===== src/rtl/fade_if.sv =====
// Control inputs and observed outputs of the multi-channel fader, grouped as one bundle.
// The master side drives the controls; the slave side is the fader itself.
interface fade_if #(
   parameter int CHANNELS = 3,
   parameter int DW       = 11
) ();
   logic                   enable;
   logic                   restart;
   logic                   hold_bypass;
   logic [CHANNELS*DW-1:0] duty_cycle;
   logic [CHANNELS-1:0]    pwm_out;

   modport master (
      output enable,
      output restart,
      output hold_bypass,
      input  duty_cycle,
      input  pwm_out
   );

   modport slave (
      input  enable,
      input  restart,
      input  hold_bypass,
      output duty_cycle,
      output pwm_out
   );
endinterface


===== src/rtl/fade_multi.sv =====
// Multi-channel fade envelope generator with phase-staggered channels and glitch-free PWM.
// Step timing is a clock-enable tick; PWM duty updates only at period boundaries.
module fade_multi #(
   parameter int CHANNELS      = 3,
   parameter int STEP_INTERVAL = 12000,
   parameter int STEP_MAX      = 166,
   parameter int HOLD_STEPS    = 332,
   parameter int PWM_INTERVAL  = 1200,
   parameter int PHASE_STEPS   = 111,
   parameter int STEP_SIZE     = PWM_INTERVAL / STEP_MAX,
   parameter int DW            = $clog2(PWM_INTERVAL + 1)
) (
   input logic   clk,
   input logic   rst_n,
   fade_if.slave bus
);
   localparam int DUTY_MAX  = STEP_MAX * STEP_SIZE;
   localparam int TW        = (STEP_INTERVAL > 1) ? $clog2(STEP_INTERVAL) : 1;
   localparam int PW        = (PWM_INTERVAL > 1) ? $clog2(PWM_INTERVAL) : 1;
   localparam int PHASE_MAX = (CHANNELS - 1) * PHASE_STEPS;
   localparam int SEG_A     = (STEP_MAX > HOLD_STEPS) ? STEP_MAX : HOLD_STEPS;
   localparam int SEG_MAX   = (SEG_A > PHASE_MAX) ? SEG_A : PHASE_MAX;
   localparam int SEG_W     = $clog2(SEG_MAX + 1);

   localparam logic [TW-1:0]        TICK_LAST = TW'(STEP_INTERVAL - 1);
   localparam logic [PW-1:0]        PWM_LAST  = PW'(PWM_INTERVAL - 1);
   localparam logic [SEG_W-1:0]     RAMP_LAST = SEG_W'(STEP_MAX - 1);
   localparam logic [SEG_W-1:0]     HOLD_LAST = SEG_W'(HOLD_STEPS - 1);
   localparam logic signed [DW+1:0] STEP_S    = (DW+2)'(STEP_SIZE);
   localparam logic signed [DW+1:0] TOP_S     = (DW+2)'(DUTY_MAX);
   localparam logic [DW-1:0]        DUTY_TOP  = DW'(DUTY_MAX);

   typedef enum logic [2:0] {
      S_WAIT    = 3'd0,
      S_INC     = 3'd1,
      S_HOLD_HI = 3'd2,
      S_DEC     = 3'd3,
      S_HOLD_LO = 3'd4
   } state_t;

   // One ramp step, clamped to [0, DUTY_MAX] as a guard against bad parameter sets.
   function automatic logic [DW-1:0] step_duty(input logic [DW-1:0] duty, input logic up);
      logic signed [DW+1:0] nxt;
      nxt = up ? ($signed({2'b00, duty}) + STEP_S) : ($signed({2'b00, duty}) - STEP_S);
      if (nxt[DW+1])   return '0;
      if (nxt > TOP_S) return DUTY_TOP;
      return nxt[DW-1:0];
   endfunction

   logic [TW-1:0] tick_cnt;
   logic          tick;
   logic [PW-1:0] pwm_cnt;
   logic          period_end;
   logic [DW-1:0] duty_w [CHANNELS];
   logic          pwm_w  [CHANNELS];

   assign tick       = bus.enable && (tick_cnt == TICK_LAST);
   assign period_end = (pwm_cnt == PWM_LAST);

   // Step timer: frozen (not cleared) while enable is low, so no tick is lost.
   always_ff @(posedge clk or negedge rst_n) begin
      if (!rst_n)            tick_cnt <= '0;
      else if (bus.restart)  tick_cnt <= '0;
      else if (tick)         tick_cnt <= '0;
      else if (bus.enable)   tick_cnt <= tick_cnt + 1'b1;
   end

   always_ff @(posedge clk or negedge rst_n) begin
      if (!rst_n)            pwm_cnt <= '0;
      else if (bus.restart)  pwm_cnt <= '0;
      else if (period_end)   pwm_cnt <= '0;
      else                   pwm_cnt <= pwm_cnt + 1'b1;
   end

   for (genvar k = 0; k < CHANNELS; k++) begin : g_ch
      localparam int               WAIT_STEPS = k * PHASE_STEPS;
      localparam state_t           START_ST   = (WAIT_STEPS == 0) ? S_INC : S_WAIT;
      localparam logic [SEG_W-1:0] WAIT_LAST  = SEG_W'((WAIT_STEPS > 0) ? WAIT_STEPS - 1 : 0);

      state_t           state_q, state_d;
      logic [SEG_W-1:0] seg_q, seg_d;
      logic [DW-1:0]    duty_q, duty_d;
      logic             seg_done;
      logic [DW-1:0]    shadow_q;
      logic             pwm_q;

      always_ff @(posedge clk or negedge rst_n) begin
         if (!rst_n) begin
            state_q <= START_ST;
            seg_q   <= '0;
            duty_q  <= '0;
         end else if (bus.restart) begin
            state_q <= START_ST;
            seg_q   <= '0;
            duty_q  <= '0;
         end else begin
            state_q <= state_d;
            seg_q   <= seg_d;
            duty_q  <= duty_d;
         end
      end

      // Hold segments end early whenever bypass is seen on a tick.
      always_comb begin
         state_d  = state_q;
         seg_d    = seg_q;
         seg_done = 1'b0;
         case (state_q)
            S_WAIT:               seg_done = (seg_q == WAIT_LAST);
            S_INC, S_DEC:         seg_done = (seg_q == RAMP_LAST);
            S_HOLD_HI, S_HOLD_LO: seg_done = bus.hold_bypass || (seg_q == HOLD_LAST);
            default:              seg_done = 1'b1;
         endcase
         if (tick && seg_done) begin
            case (state_q)
               S_WAIT:    state_d = S_INC;
               S_INC:     state_d = bus.hold_bypass ? S_DEC : S_HOLD_HI;
               S_HOLD_HI: state_d = S_DEC;
               S_DEC:     state_d = bus.hold_bypass ? S_INC : S_HOLD_LO;
               S_HOLD_LO: state_d = S_INC;
               default:   state_d = START_ST;
            endcase
         end
         if (tick) seg_d = (state_d != state_q) ? '0 : seg_q + 1'b1;
      end

      always_comb begin
         duty_d = duty_q;
         if (tick && (state_q == S_INC))      duty_d = step_duty(duty_q, 1'b1);
         else if (tick && (state_q == S_DEC)) duty_d = step_duty(duty_q, 1'b0);
      end

      always_ff @(posedge clk or negedge rst_n) begin
         if (!rst_n) begin
            shadow_q <= '0;
            pwm_q    <= 1'b0;
         end else if (bus.restart) begin
            shadow_q <= '0;
            pwm_q    <= 1'b0;
         end else begin
            if (period_end) shadow_q <= duty_q;
            pwm_q <= (DW'(pwm_cnt) < shadow_q);
         end
      end

      assign duty_w[k] = duty_q;
      assign pwm_w[k]  = pwm_q;
   end

   logic [CHANNELS*DW-1:0] duty_pack;
   logic [CHANNELS-1:0]    pwm_pack;

   always_comb begin
      duty_pack = '0;
      pwm_pack  = '0;
      for (int k = 0; k < CHANNELS; k++) begin
         duty_pack[k*DW +: DW] = duty_w[k];
         pwm_pack[k]           = pwm_w[k];
      end
   end

   assign bus.duty_cycle = duty_pack;
   assign bus.pwm_out    = pwm_pack;
endmodule


===== src/flat_wrapper.sv =====
// flat-port wrapper written by rule: the top's interface ports become plain ports
module fade_multi_flat 
#(
   parameter int CHANNELS      = 3,
   parameter int STEP_INTERVAL = 12000,
   parameter int STEP_MAX      = 166,
   parameter int HOLD_STEPS    = 332,
   parameter int PWM_INTERVAL  = 1200,
   parameter int PHASE_STEPS   = 111,
   parameter int STEP_SIZE     = PWM_INTERVAL / STEP_MAX,
   parameter int DW            = $clog2(PWM_INTERVAL + 1)
)
  (clk, rst_n, bus_enable, bus_restart, bus_hold_bypass, bus_duty_cycle, bus_pwm_out);
  fade_if #(.CHANNELS(CHANNELS), .DW(DW)) bus_i ();
  input logic clk;
  input logic rst_n;
  input wire logic [$bits(bus_i.enable)-1:0] bus_enable;
  input wire logic [$bits(bus_i.restart)-1:0] bus_restart;
  input wire logic [$bits(bus_i.hold_bypass)-1:0] bus_hold_bypass;
  output wire logic [$bits(bus_i.duty_cycle)-1:0] bus_duty_cycle;
  output wire logic [$bits(bus_i.pwm_out)-1:0] bus_pwm_out;
  assign bus_i.enable = bus_enable;
  assign bus_i.restart = bus_restart;
  assign bus_i.hold_bypass = bus_hold_bypass;
  assign bus_duty_cycle = bus_i.duty_cycle;
  assign bus_pwm_out = bus_i.pwm_out;
  fade_multi #(.CHANNELS(CHANNELS), .STEP_INTERVAL(STEP_INTERVAL), .STEP_MAX(STEP_MAX), .HOLD_STEPS(HOLD_STEPS), .PWM_INTERVAL(PWM_INTERVAL), .PHASE_STEPS(PHASE_STEPS), .STEP_SIZE(STEP_SIZE), .DW(DW)) u_core (.clk(clk), .rst_n(rst_n), .bus(bus_i));
endmodule

===== config.mk =====
export PLATFORM = sky130hd
export DESIGN_NAME = fade_multi_flat
export DESIGN_NICKNAME = d
export VERILOG_FILES = /design/src/rtl/fade_if.sv /design/src/rtl/fade_multi.sv /design/src/flat_wrapper.sv
export SDC_FILE = /design/constraint.sdc
export NUM_CORES = 1
export LEC_CHECK = 0
export ABC_CLOCK_PERIOD_IN_PS = 4800
export CAP_MARGIN = 40
export CORE_MARGIN = 2
export CORE_UTILIZATION = 59
export CTS_CLUSTER_SIZE = 25
export DETAILED_ROUTE_END_ITERATION = 12
export PLACE_DENSITY = 0.76
export SKIP_LAST_GASP = 1
export SYNTH_ARGS = -nofsm -noshare
export SYNTH_HDL_FRONTEND = slang
export SYNTH_SLANG_ARGS = --single-unit

===== constraint.sdc =====
create_clock -name clk -period 4.8 [get_ports clk]
set_clock_uncertainty 0.15 [all_clocks]
set_input_delay 1.44 -clock clk [delete_from_list [all_inputs] [get_ports clk]]
set_output_delay 1.44 -clock clk [all_outputs]
set_load 0.05 [all_outputs]

Yosys cells after proc, flatten, opt, wreduce, memory -nomap -nowiden
Index checks and enable logic that the tools add are counted.
Operators by class
  equality and inequality tests: 25
  reduce and logical (&&, ||, !) cells: 31
  $lt $le $gt $ge: 9
  add/subtract/negate cells: 11
  muxes and demuxes: 106
Operators by type and width (number)
  $mux 11: 41
  $mux 9: 9
  $gt 13x12->1 const B: 6
  $mux 14: 3
  $mux 1: 40
  $add 11x3->12 const B: 3
  $eq 9x8->1 const B: 4
  $sub 11x3->12 const B: 3
  $lt 11x11->1: 3
  $add 9x1->9 const B: 3
  $eq 9x9->1 const B: 3
  $pmux 3 s4: 2
  $mux 3: 7
  $eq 3x2->1 const B: 6
  $reduce_or 2->1: 8
  $add 14x1->14 const B: 1
  $eq 14x14->1 const B: 1
  $reduce_bool 3->1: 4
  $add 11x1->11 const B: 1
  $eq 11x11->1 const B: 1
  $logic_and 1x1->1: 10
  $eq 3x1->1 const B: 3
  $eq 3x3->1 const B: 3
  $eq 9x7->1 const B: 1
  7 further kinds: 16
Storage, ports and cells
  flip-flop bits (word level): 130
  word-level logic and storage cells: 199

Logic depth before layout (Yosys ltp)
  word-level depth: 13
  gate-level depth with buffers: 11
  mapped depth without buffers: 9

Worst setup path before layout
Ideal clock, no wire load.
  path kind: input to register
  from: input bus_enable
  to: register u_core.g_ch[0].duty_q[9]
  library setup time: 127 ps
  arrival: 3186 ps
  slack: 1337 ps
  stages: 9
  cells stage by stage: nand4bb_1 > or4_1 > buf_2 > nor3_2 > buf_2 > mux2i_1 > nor2_1 > a221oi_1 > nor2_1
On the way
  word-level cells in the longest chain between the ends: 4
  elaborated cells between the ends (all ways): 6
  those cells by class: 2 x mux; 4 x reduce/logical
Ends and longest elaborated chain
  from (decl): RTL line flat_wrapper.sv:17  | input wire logic [$bits(bus_i.enable)-1:0] bus_enable;
  $logic_and 1x1->1 *: RTL line fade_multi.sv:57  | assign tick = bus.enable && (tick_cnt == TICK_LAST);
  $logic_and 1x1->1: RTL line fade_multi.sv:129  | if (tick && (state_q == S_INC)) duty_d = step_duty(duty_q, 1'b1);
  $mux 11: RTL line fade_multi.sv:129
  $mux 11: RTL line fade_multi.sv:92  | end else if (bus.restart) begin
  to (signal assigned): RTL line fade_multi.sv:99  | duty_q <= duty_d;
  to (decl): RTL line fade_multi.sv:82  | logic [DW-1:0] duty_q, duty_d;
Every way passes the cells marked *; elsewhere a longest branch is shown, timed or not.
A chain may end at the register's enable or synchronous reset.

Final worst setup path
  from: input bus_enable
  to: register u_core.g_ch[2].duty_q[4]
On the way
  word-level cells in the longest chain between the ends: 4
  elaborated cells between the ends (all ways): 6
  those cells by class: 2 x mux; 4 x reduce/logical
Ends and longest elaborated chain (RTL line)
  $logic_and 1x1->1 *: fade_multi.sv:57
  $logic_and 1x1->1: fade_multi.sv:129
  $mux 11: fade_multi.sv:129
  $mux 11: fade_multi.sv:92
  to (signal assigned): fade_multi.sv:99
  to (decl): fade_multi.sv:82
Marks and branches as above.

==> qor.txt <==
total of max-cap violations: 0
Max Freq: 255 MHz
number of global-route vias before repair: 8267
count of cell types in the netlist: 86
grt met2 use: 45.1%
Nets: 1242
vias per inst: 6.33
Setup violations, final: 0
Buffers & Inverters on Critical Path: 2
total I/O pin count: 41
share of cells above drive strength 1: 6.23%
post-route ant nets: 0
Post-Syn Nets: 1245
GRT met1 Usage: 40.6%
run status: completed
Setup CP Type: primary input to flip-flop
WL/cell: 17.0 um
Post-CTS Setup Inserts: 0
most common cell after layout, fill and taps aside: nand2_1
num rows: 46
DRT iter0 DRCs: 953
Die Y: 131 um
All-Layer GR Usage: 28.7%
Synth Instances: 1193
Final Hold Viols: 0
clock latency on the worst-skew pair: 430 ps
Initial Util: 60.3%
Post-CTS Hold Buffers: 0
slowest stage cell, crit path: or4_1
IO Port Bufs: 40
FFs w/ async S/R, synth: 100%
CTS Buf Count: 17
placer congestion estimate: 0.922
antenna violations before repair: 0
commonest non-fill, non-tap cells in the layout: 163 x nand2_1, 129 x dfrtp_1, 112 x nor2_1
ant diodes: 0
first-pass GRT wire length: 41.1 mm
worst setup margin: 885 ps
full die area: 17200 sq um
Synth Register Bits: 130
largest net degree at the start of global routing: 86
CORE AREA: 15800 sq um
number of synthesized flops with an enable pin: 0
Fill cells: 1334
Routed WL: 24.2 mm
# DRC: 0
YS warnings: 0
final core occ: 67.2%
Tightest Pin Transition: 870 ps
clk sinks: 130
Area Growth Syn to Fin: 11.5%
CP peak stage delay: 540 ps
WP data arrival: 4070 ps
H-tree levels: 4
CTS tree: done
static leakage: 4.42 nW
Placed Area: 10000 sq um
Clock Tree Root: clkbuf_16
HP Class: flip-flop to flip-flop
Slew HR: 41.8%
RSZ-0062 raised after global routing: false
Max Slew Vio Count: 0
critical path's top delay family: simple AND/OR/NAND/NOR gates
fin cells: 1419
CP cell instances: clkdlybuf4s50_1 > nand4bb_1 > or4_1 > buf_4 > nor3_4 > mux2i_1 > nor3_1 > o221ai_1 > nand2_1
Detailed Routing Iterations Pass 1: 7
Fin Setup TNS: 0 ps
maximum root-to-sink buffer count: 2
hpwl dp: 16.4 mm
grt met3 use: 4.86%
vias post-DR: 8981
Final period util: 81.6%
die span in x: 131 um
Power Dens Cells: 243 nW/um^2
Clock transition at path regs: 60 ps
Cell Area, Synth: 9540 sq um
dpl ws: 520 ps
CP endpoint kind: flip-flop
Pwr Total: 2.59 mW
dpl cells: 1387
Mean Syn Cell Area: 8.00 sq um
startpoint class of the critical path: primary input
min Tclk post-route: 3910 ps
Finished Cell Area: 10600 sq um
peak supply drop: 0.249 mV
Seq/Total Area, Yosys: 34.1%
CP required: 4950 ps
GRT Residual Overflow: 0
Fin Hold WS: 369 ps
PostCTS Resize Cnt: 0
GR peak layer: met2
top_reg_cell synth: dfrtp_1
CP max FO: 17
## cells by family after synthesis
logic type,share of synthesized area [%]
compound gates,22.0
xor+xnor,3.67
fa+ha+maj,6.16
buf+inv,5.95
flops,34.1
mux,1.52
simple gates,26.6
## power by group
group	internal [mW]	switching [mW]	total [mW]
combinational	0.0333	0.0716	0.105
sequential	1.10	0.00814	1.11
clock	0.885	0.487	1.37
total	2.02	0.566	2.59
## final cells by class
cell class	instances	area (sq um)	area share [%]
clock buffers	24	502	4.72
multi-input cells	923	5730	53.8
clock inverters	8	124	1.16
repair buffers	56	528	4.96
well taps	216	270	2.54
inverters	62	233	2.19
flip-flops and latches	130	3250	30.6
## layer usage
layer  routed length, um  share of wire (%)
met4                 418                1.7
met2               11300                 47
met3                1390                5.8
met5                   0                  0
met1               11000                 46
## synthesized netlist by cell type, types with 4 or more instances
cell | number | share of area (%)
nor4b_1 | 4 | 0.37
ha_1 | 47 | 6.2
nand2b_1 | 21 | 1.4
o21ai_1 | 4 | 0.21
inv_1 | 62 | 2.4
nand2_1 | 163 | 6.4
a211o_1 | 6 | 0.55
nor2b_1 | 17 | 1.1
a21o_1 | 24 | 1.9
mux2_2 | 4 | 0.47
buf_1 | 4 | 0.16
a211oi_1 | 17 | 1.3
a31oi_1 | 8 | 0.52
and3_1 | 24 | 1.6
a221oi_1 | 10 | 0.92
xnor2_1 | 17 | 1.6
a21oi_1 | 84 | 4.4
or3_1 | 13 | 0.85
nor2_1 | 112 | 4.4
o21a_1 | 8 | 0.63
clkbuf_1 | 53 | 2.1
nand4b_1 | 6 | 0.55
buf_2 | 15 | 0.79
a221o_1 | 4 | 0.42
xor2_1 | 23 | 2.1
and4_1 | 5 | 0.46
o21ai_0 | 62 | 3.3
o221ai_1 | 4 | 0.37
o31ai_1 | 14 | 1.1
buf_4 | 4 | 0.31
nor3_2 | 4 | 0.42
or4_1 | 6 | 0.47
nand4_1 | 22 | 1.4
and2_1 | 6 | 0.39
nor3b_1 | 6 | 0.47
dfrtp_1 | 129 | 34
mux2i_1 | 10 | 1.0
nand3_1 | 43 | 2.3
a2111oi_0 | 4 | 0.37
nor4_1 | 11 | 0.72
o211ai_1 | 10 | 0.79
o31a_1 | 5 | 0.46
nand3b_1 | 6 | 0.47
nor3_1 | 29 | 1.5
## sequential cells by signal, summed over array words and instances (netlist names)
signal	flops
u_core.g_ch.duty_q	33
u_core.g_ch.state_q	9
u_core.g_ch.seg_q	27
u_core.g_ch.shadow_q	33
u_core.g_ch.pwm_q	3
u_core.tick_cnt	14
u_core.pwm_cnt	11
## final timing paths
check / depth (start not counted) / slack, ps / startpoint / endpoint
max in group asynchronous: 2 / 2770 / rst_n / u_core.g_ch[1].shadow_q[9]
worst max register to register: 10 / 1510 / u_core.g_ch[0].duty_q[0] / u_core.g_ch[0].duty_q[7]
worst min register to register: 2 / 370 / u_core.g_ch[0].shadow_q[2] / u_core.g_ch[0].shadow_q[2]
worst min-delay path: 2 / 370 / u_core.g_ch[0].shadow_q[2] / u_core.g_ch[0].shadow_q[2]
worst max-delay path: 9 / 890 / bus_enable / u_core.g_ch[2].duty_q[4]
min in group asynchronous: 1 / 910 / rst_n / u_core.g_ch[2].duty_q[3]
## worst min-delay path, stage by stage, from the launching register on
cell     delay, ps
dfrtp_1        370
nand2_1         50
a21oi_1         50
No activity file was read; power rests on OpenSTA's default activity.
